==> src/rtl/nibble_serial_adder_if.sv <==
// Request/result bundle of the nibble-serial adder: operands and start in,
// busy/done/result out.
interface nibble_serial_adder_if #(
    parameter int WIDTH = 16
);
    logic             start;
    logic [WIDTH-1:0] a;
    logic [WIDTH-1:0] b;
    logic             cin;
    logic             sub;
    logic             busy;
    logic             done;
    logic [WIDTH-1:0] sum;
    logic             cout;
    logic             overflow;

    modport master (
        output start, a, b, cin, sub,
        input  busy, done, sum, cout, overflow
    );

    modport slave (
        input  start, a, b, cin, sub,
        output busy, done, sum, cout, overflow
    );
endinterface

==> src/rtl/nibble_serial_adder.sv <==
// WIDTH-bit add/subtract sequenced through one external 4-bit CLA, one nibble per
// cycle, LSB nibble first, with the carry chained through a register.
module nibble_serial_adder #(
    parameter int WIDTH = 16
) (
    input  logic                 clk,
    input  logic                 rst_n,
    nibble_serial_adder_if.slave bus,
    output logic [3:0]           nib_a_o,
    output logic [3:0]           nib_b_o,
    output logic                 nib_cin_o,
    input  logic [3:0]           nib_s_i,
    input  logic                 nib_cout_i
);
    localparam int NIB  = WIDTH / 4;
    localparam int IDXW = (NIB > 1) ? $clog2(NIB) : 1;

    typedef enum logic [1:0] {IDLE, RUN, DONE} state_t;

    state_t            state_q, state_d;
    logic [WIDTH-1:0]  a_q, a_d;
    logic [WIDTH-1:0]  b_q, b_d;
    logic              carry_q, carry_d;
    logic [IDXW-1:0]   idx_q, idx_d;
    logic [WIDTH-1:0]  sum_q, sum_d;
    logic              cout_q, cout_d;
    logic              ovf_q, ovf_d;

    always_ff @(posedge clk or negedge rst_n) begin
        if (!rst_n) begin
            state_q <= IDLE;
            a_q     <= '0;
            b_q     <= '0;
            carry_q <= 1'b0;
            idx_q   <= '0;
            sum_q   <= '0;
            cout_q  <= 1'b0;
            ovf_q   <= 1'b0;
        end else begin
            state_q <= state_d;
            a_q     <= a_d;
            b_q     <= b_d;
            carry_q <= carry_d;
            idx_q   <= idx_d;
            sum_q   <= sum_d;
            cout_q  <= cout_d;
            ovf_q   <= ovf_d;
        end
    end

    always_comb begin
        state_d   = state_q;
        a_d       = a_q;
        b_d       = b_q;
        carry_d   = carry_q;
        idx_d     = idx_q;
        sum_d     = sum_q;
        cout_d    = cout_q;
        ovf_d     = ovf_q;
        nib_a_o   = 4'h0;
        nib_b_o   = 4'h0;
        nib_cin_o = 1'b0;

        // Subtract is folded into the operand load as a + ~b + 1.
        if (state_q != RUN && bus.start) begin
            state_d = RUN;
            a_d     = bus.a;
            b_d     = bus.sub ? ~bus.b : bus.b;
            carry_d = bus.sub ? 1'b1 : bus.cin;
            idx_d   = '0;
            sum_d   = '0;
        end else begin
            case (state_q)
                RUN: begin
                    nib_a_o   = a_q[{idx_q, 2'b00} +: 4];
                    nib_b_o   = b_q[{idx_q, 2'b00} +: 4];
                    nib_cin_o = carry_q;
                    sum_d[{idx_q, 2'b00} +: 4] = nib_s_i;
                    carry_d   = nib_cout_i;
                    idx_d     = idx_q + 1'b1;
                    if (idx_q == IDXW'(NIB - 1)) begin
                        state_d = DONE;
                        cout_d  = nib_cout_i;
                        ovf_d   = (a_q[WIDTH-1] == b_q[WIDTH-1]) &&
                                  (nib_s_i[3] != a_q[WIDTH-1]);
                    end
                end
                DONE:    state_d = IDLE;
                default: state_d = IDLE;
            endcase
        end
    end

    assign bus.busy     = (state_q == RUN);
    assign bus.done     = (state_q == DONE);
    assign bus.sum      = sum_q;
    assign bus.cout     = cout_q;
    assign bus.overflow = ovf_q;
endmodule

==> src/flat_wrapper.sv <==
// flat-port wrapper written by rule: the top's interface ports become plain ports
module nibble_serial_adder_flat 
#(
    parameter int WIDTH = 16
)
  (clk, rst_n, nib_a_o, nib_b_o, nib_cin_o, nib_s_i, nib_cout_i, bus_start, bus_a, bus_b, bus_cin, bus_sub, bus_busy, bus_done, bus_sum, bus_cout, bus_overflow);
  nibble_serial_adder_if #(.WIDTH(WIDTH)) bus_i ();
  input  logic clk;
  input  logic rst_n;
  output logic [3:0] nib_a_o;
  output logic [3:0] nib_b_o;
  output logic nib_cin_o;
  input  logic [3:0] nib_s_i;
  input  logic nib_cout_i;
  input wire logic [$bits(bus_i.start)-1:0] bus_start;
  input wire logic [$bits(bus_i.a)-1:0] bus_a;
  input wire logic [$bits(bus_i.b)-1:0] bus_b;
  input wire logic [$bits(bus_i.cin)-1:0] bus_cin;
  input wire logic [$bits(bus_i.sub)-1:0] bus_sub;
  output wire logic [$bits(bus_i.busy)-1:0] bus_busy;
  output wire logic [$bits(bus_i.done)-1:0] bus_done;
  output wire logic [$bits(bus_i.sum)-1:0] bus_sum;
  output wire logic [$bits(bus_i.cout)-1:0] bus_cout;
  output wire logic [$bits(bus_i.overflow)-1:0] bus_overflow;
  assign bus_i.start = bus_start;
  assign bus_i.a = bus_a;
  assign bus_i.b = bus_b;
  assign bus_i.cin = bus_cin;
  assign bus_i.sub = bus_sub;
  assign bus_busy = bus_i.busy;
  assign bus_done = bus_i.done;
  assign bus_sum = bus_i.sum;
  assign bus_cout = bus_i.cout;
  assign bus_overflow = bus_i.overflow;
  nibble_serial_adder #(.WIDTH(WIDTH)) u_core (.clk(clk), .rst_n(rst_n), .bus(bus_i), .nib_a_o(nib_a_o), .nib_b_o(nib_b_o), .nib_cin_o(nib_cin_o), .nib_s_i(nib_s_i), .nib_cout_i(nib_cout_i));
endmodule
==> config.mk <==
export PLATFORM = sky130hd
export DESIGN_NAME = nibble_serial_adder_flat
export DESIGN_NICKNAME = d
export VERILOG_FILES = /design/src/rtl/nibble_serial_adder_if.sv /design/src/rtl/nibble_serial_adder.sv /design/src/flat_wrapper.sv
export SDC_FILE = /design/constraint.sdc
export NUM_CORES = 1
export LEC_CHECK = 0
export ABC_AREA = 1
export BUFFER_PORTS_ARGS = -buffer_cell sky130_fd_sc_hd__buf_2
export CORE_UTILIZATION = 57
export CTS_BUF_LIST = sky130_fd_sc_hd__clkbuf_4 sky130_fd_sc_hd__clkbuf_8 sky130_fd_sc_hd__clkbuf_16
export DETAILED_ROUTE_END_ITERATION = 8
export PLACE_DENSITY = 0.81
export SYNTH_ARGS = -nofsm -noshare
export SYNTH_HDL_FRONTEND = slang
export SYNTH_SLANG_ARGS = --single-unit
==> constraint.sdc <==
create_clock -name clk -period 2.9 [get_ports clk]
set_input_delay 0.58 -clock clk [delete_from_list [all_inputs] [get_ports clk]]
set_output_delay 0.58 -clock clk [all_outputs]
set_load 0.01 [all_outputs]
==> summary.md, run 1 <==
| Metric | Value |
|---|---|
| Run status | `finished clean` |
| Unrepaired setup endpoints after global routing | `no` |
| Dpl hpwl | `4190 um` |
| Crit path cell chain | `clkinv_1, nand3_1, a21oi_1, buf_2` |
| Setup ws final | `565 ps` |
| Vias per inst | `4.93` |
| Async SR Flop Fraction | `1.00` |
| CTS Root Cell | `clkbuf_8` |
| Core Box Area | `4720 sq um` |
| I/O Buffers | `70` |
| Synth warn | `0` |
| Sink Count | `55` |
| WL/cell | `12.1 um` |
| Worst min path class | `in -> async` |
| Resized Gates After CTS | `0` |
| Synth area leaders | `dfrtp_1 (49%), nand2_1 (15%), nand3_1 (6.5%), o21ai_0 (6.1%), inv_1 (5.2%)` |
| Htree depth | `2` |
| Die H | `72.0 um` |
| Vias in the first global route | `2179` |
| DRT Pass-1 Iters | `4` |
| CP delay by family, top | `flip-flops` |
| Tcrit/Tclk final | `0.805` |
| Worst skew pair latency | `310 ps` |
| Die Wd | `72.0 um` |
| Routed Antenna Nets | `0` |
| Largest stage delay, worst path | `580 ps` |
| Cell taking the most area after synthesis | `dfrtp_1` |
| VDD IR-drop max | `0.487 mV` |
| # diodes | `0` |
| TritonCTS clock tree | `done` |
| Share of post-route cells with drive strength above 1 | `0.217` |
| Placed cell count | `474` |
| Filler cell count in the final layout | `400` |
| DR iter-0 viols | `122` |
| Period minus WS final | `2330 ps` |
| Number of antenna violations at the first check in global routing | `0` |
| Worst EP arrival | `1750 ps` |
| Area Growth Syn to Fin | `16.5%` |
| Slowest stage cell, crit path | `dfrtp_1` |
| Final Cell Area | `3250 sq um` |
| Post-layout util | `0.688` |
| Initial Utilization | `0.590` |
| Critical path required time | `2320 ps` |
| Fin cells | `482` |
| CTS clock-pin slew for the worst setup and hold paths | `100 ps` |
| Max Slew Vio Count | `0` |
| Worst Tran Pin Value | `734 ps` |
| Power per cell area | `1040 nW/um^2` |
| Post-CTS Setup Inserts | `0` |
| Hold buffers post-CTS | `0` |
| DR vias | `2378` |
| Clk buf depth | `2` |
| Top_reg_cell synth | `dfrtp_1` |
| DR DRC count | `0` |
| Final wirelength | `5820 um` |
| RePlAce Congestion | `0.916` |
| Crit path launch type | `flip-flop` |
| Hold Fails Final Rpt | `0` |
| Yosys top cell area share | `0.493` |
| Crit Path Category | `reg -> out` |
| Critical-path maximum fanout | `12` |
| First-pass GRT wire length | `9700 um` |
| Max frequency | `428 MHz` |
| Hold_ws | `321 ps` |
| Total CTS buffers | `5` |
| Crit. End Element | `output port` |
| Worst Path Buf+Inv | `2` |
| Endpoints failing setup | `0` |
| FP Rows | `25` |
| Count leader, synth | `nand2_1` |
| Max_cap viols | `0` |
| Post-synth top cells | `nand2_1 (113), dfrtp_1 (55), inv_1 (39), nand3_1 (36), o21ai_0 (34)` |
| Mapped Area | `2790 sq um` |
| Largest net degree at the start of global routing | `37` |
| DP Area | `3140 sq um` |
| Final nets | `461` |
| Grt total ovfl | `0` |
| Total GRT Usage | `0.246` |
| P_leak | `1.78 nW` |
| Register bit total from synthesis | `55` |
| Syn Area/Cell | `7.97 sq um` |
| Syn Inst Count | `350` |
| Place WS | `849 ps` |
| Slew HR | `0.511` |
| Die area | `5180 sq um` |
| Setup tns final | `0 ps` |
| Syn nets | `397` |
| Number of synthesized flops with an enable pin | `0` |
| Synth cell types | `20` |
| Final Power | `3.38 mW` |
| # IOs | `71` |
| Clock Skews | `6.22 ps` |
| Register area share after synthesis | `0.493` |
[cell type report]
class / instances / area, sq um / share of cell area
clock inverters: 1 / 7.51 / 0.00231
flip-flops and latches: 55 / 1380 / 0.424
inverters: 42 / 158 / 0.0485
multi-input cells: 237 / 1150 / 0.355
repair buffers: 73 / 373 / 0.115
clock buffers: 7 / 96.3 / 0.0297
well taps: 67 / 83.8 / 0.0258
[logic make-up after synthesis]
group           Yosys count  synth area share
compound gates           46            0.0825
xor+xnor                 16            0.0502
fa+ha+maj                 5            0.0224
buf+inv                  58            0.0929
flops                    55             0.493
simple gates            170             0.258
[final timing paths]
check / startpoint / to / slack [ps] / cells after the start
max: u_core.idx_q[1]$_DFFE_PN0P_ / nib_a_o[0] / 570 / 4
min: rst_n / u_core.a_q[13]$_DFFE_PN0P_ / 320 / 1
max reg2reg: u_core.idx_q[1]$_DFFE_PN0P_ / u_core.bus.sum[9]$_DFFE_PN0P_ / 720 / 6
min reg2reg: u_core.b_q[8]$_DFFE_PN0P_ / u_core.b_q[8]$_DFFE_PN0P_ / 490 / 2
max in group asynchronous: rst_n / u_core.bus.sum[7]$_DFFE_PN0P_ / 1820 / 2
min in group clk: bus_a[4] / u_core.a_q[4]$_DFFE_PN0P_ / 470 / 3
[cell usage in the layout (no fill, tap or decap)]
cell        Yosys  final
buf_4           3      3
o21ai_0        34     34
nor2_4          3      3
nor2_1         14     14
inv_1          39     39
clkbuf_8        0      7
buf_2           6     70
inv_2           2      2
o21ai_1         3      3
nand2_1       113    113
ha_1            5      5
clkinv_1        1      1
nand3_1        36     36
or2_2           1      1
nand2_4         1      1
nand2_2         2      2
dfrtp_1        55     55
xnor2_1        16     16
clkinvlp_4      0      1
a21oi_1         9      9
[where the power goes]
group | internal, mW | switching (mW)
clock | 0.218 | 0.249
sequential | 1.10 | 0.176
combinational | 0.578 | 1.06
total | 1.90 | 1.48
[sequential cells by signal, summed over array words and instances (netlist names)]
| register | count |
|---|---|
| u_core.b_q | 16 |
| u_core.state_q | 2 |
| u_core.bus.sum | 16 |
| u_core.a_q | 16 |
| u_core.bus.cout | 1 |
| u_core.carry_q | 1 |
| u_core.idx_q | 2 |
| u_core.bus.overflow | 1 |
[metal layers]
metal,GRT usage,wire length (um),vias up,share of wire
met4,0.107,127,0,0.022
li1,-,-,1211,-
met1,0.334,2730,1084,0.47
met2,0.391,2650,72,0.45
met5,0,0,-,0
met3,0.0472,310,11,0.053
Note: power is estimated with default switching activity, not from simulation.
==> run 2: changes to the inputs <==
Settings changed: CORE_UTILIZATION 57 to 53, PLACE_DENSITY 0.81 to 0.76.
Clock period 2.9 ns to 2.2 ns, I/O delays scaled along.
==> run 2 against run 1 <==
Net effect: die area up 7.3%; total power up 35%; combinational power up 35%; worst setup slack worse by 360 ps; global-route usage down 1.4 points; flip-flop and latch count unchanged; sequential share of layout area down 0.58 points; largest cell class unchanged.
==> summary.md, run 2 (synthesis results as in run 1) <==
| Metric | Value |
|---|---|
| First-pass GRT wire length | `9700 um` |
| Most common library cell in the layout ignoring fill and taps | `nand2_1` |
| Unrepaired setup endpoints after global routing | `no` |
| Period minus WS final | `2000 ps` |
| Hold Fails Final Rpt | `0` |
| Power per cell area | `1390 nW/um^2` |
| Vias in the first global route | `2137` |
| VDD IR-drop max | `0.772 mV` |
| Worst Tran Pin Value | `523 ps` |
| Final wirelength | `5980 um` |
| Post-layout util | `0.649` |
| Critical-path maximum fanout | `16` |
| Slowest stage cell, crit path | `dfrtp_1` |
| Vias per inst | `4.98` |
| Initial Utilization | `0.550` |
| TritonCTS clock tree | `done` |
| Routed Antenna Nets | `0` |
| I/O Buffers | `70` |
| FP Rows | `26` |
| Final Cell Area | `3290 sq um` |
| DR vias | `2423` |
| Dpl hpwl | `4250 um` |
| Hold_ws | `97.9 ps` |
| DP Area | `3180 sq um` |
| DR DRC count | `0` |
| Crit Path Category | `reg -> out` |
| RePlAce Congestion | `0.761` |
| Worst min path class | `in -> async` |
| Crit. End Element | `output port` |
| CTS Root Cell | `clkbuf_8` |
| Core Box Area | `5070 sq um` |
| Largest stage delay, worst path | `390 ps` |
| Clk buf depth | `2` |
| Post-CTS Setup Inserts | `0` |
| Grt total ovfl | `0` |
| Crit path launch type | `flip-flop` |
| Hold buffers post-CTS | `0` |
| Setup tns final | `0 ps` |
| Worst EP arrival | `1560 ps` |
| Share of post-route cells with drive strength above 1 | `0.221` |
| Htree depth | `2` |
| Die Wd | `74.5 um` |
| # IOs | `71` |
| Resized Gates After CTS | `0` |
| Largest net degree at the start of global routing | `49` |
| DRT Pass-1 Iters | `4` |
| Max_cap viols | `0` |
| Worst skew pair latency | `310 ps` |
| Number of antenna violations at the first check in global routing | `0` |
| Die H | `74.5 um` |
| Die area | `5560 sq um` |
| Final nets | `463` |
| Sink Count | `55` |
| Area Growth Syn to Fin | `18.1%` |
| WL/cell | `12.3 um` |
| Max frequency | `501 MHz` |
| Slew HR | `0.651` |
| Tcrit/Tclk final | `0.908` |
| Clock Skews | `3.78 ps` |
| Endpoints failing setup | `0` |
| Critical path required time | `1760 ps` |
| CTS clock-pin slew for the worst setup and hold paths | `90 ps` |
| Crit path cell chain | `inv_1, buf_4, nand2_1, nand3_1, a21oi_1, buf_2` |
| P_leak | `1.80 nW` |
| Total GRT Usage | `0.232` |
| Total CTS buffers | `5` |
| DR iter-0 viols | `141` |
| # diodes | `0` |
| Commonest non-fill, non-tap cells in the layout | `nand2_1 (113), buf_2 (70), dfrtp_1 (55)` |
| Run status | `finished clean` |
| Max Slew Vio Count | `0` |
## run 2: cell type report
| cell class | count | area, sq um |
|---|---|---|
| fillers | 479 | 1780 |
| flip-flops and latches | 55 | 1380 |
| multi-input cells | 237 | 1150 |
| repair buffers | 75 | 400 |
| inverters | 42 | 158 |
| well taps | 70 | 87.6 |
| clock buffers | 6 | 82.6 |
| clock inverters | 2 | 35.0 |
## run 2: critical path, delay by kind of cell, from the launching register on
family,cells,cell delay (ps)
buffers and inverters,3,610
AOI/OAI and AO/OA,1,90
and+or+nand+nor,2,170
DFF,1,390
## run 2: power breakdown
group	switching (mW)	internal [mW]
combinational	1.43	0.785
sequential	0.211	1.45
clock	0.321	0.369
total	1.96	2.61
## run 2: final timing paths
check / from / to / slack [ps] / depth (start not counted)
max reg2reg: u_core.idx_q[1]$_DFFE_PN0P_ / u_core.bus.sum[11]$_DFFE_PN0P_ / 450 / 6
max in group asynchronous: rst_n / u_core.b_q[8]$_DFFE_PN0P_ / 1550 / 2
min: rst_n / u_core.bus.sum[14]$_DFFE_PN0P_ / 100 / 1
min in group clk: bus_a[5] / u_core.a_q[5]$_DFFE_PN0P_ / 330 / 3
min reg2reg: u_core.b_q[10]$_DFFE_PN0P_ / u_core.b_q[10]$_DFFE_PN0P_ / 490 / 2
max: u_core.idx_q[0]$_DFFE_PN0P_ / nib_a_o[1] / 200 / 6
## run 2: layer usage
layer,track usage,part of all wire,vias to the layer above
met5,0,0,-
met4,0.0713,0.011,0
met3,0.0407,0.058,6
met2,0.375,0.47,79
met1,0.321,0.46,1117
li1,-,-,1221
## run 2: metrics by stage
step	setup WS [ps]	power [mW]	std cells
after global routing	71.4	4.98	487
after CTS	188	4.59	487
after floorplan	539	3.22	350
after global placement	573	3.83	479
final	202	4.57	487
after detailed placement	477	3.88	479
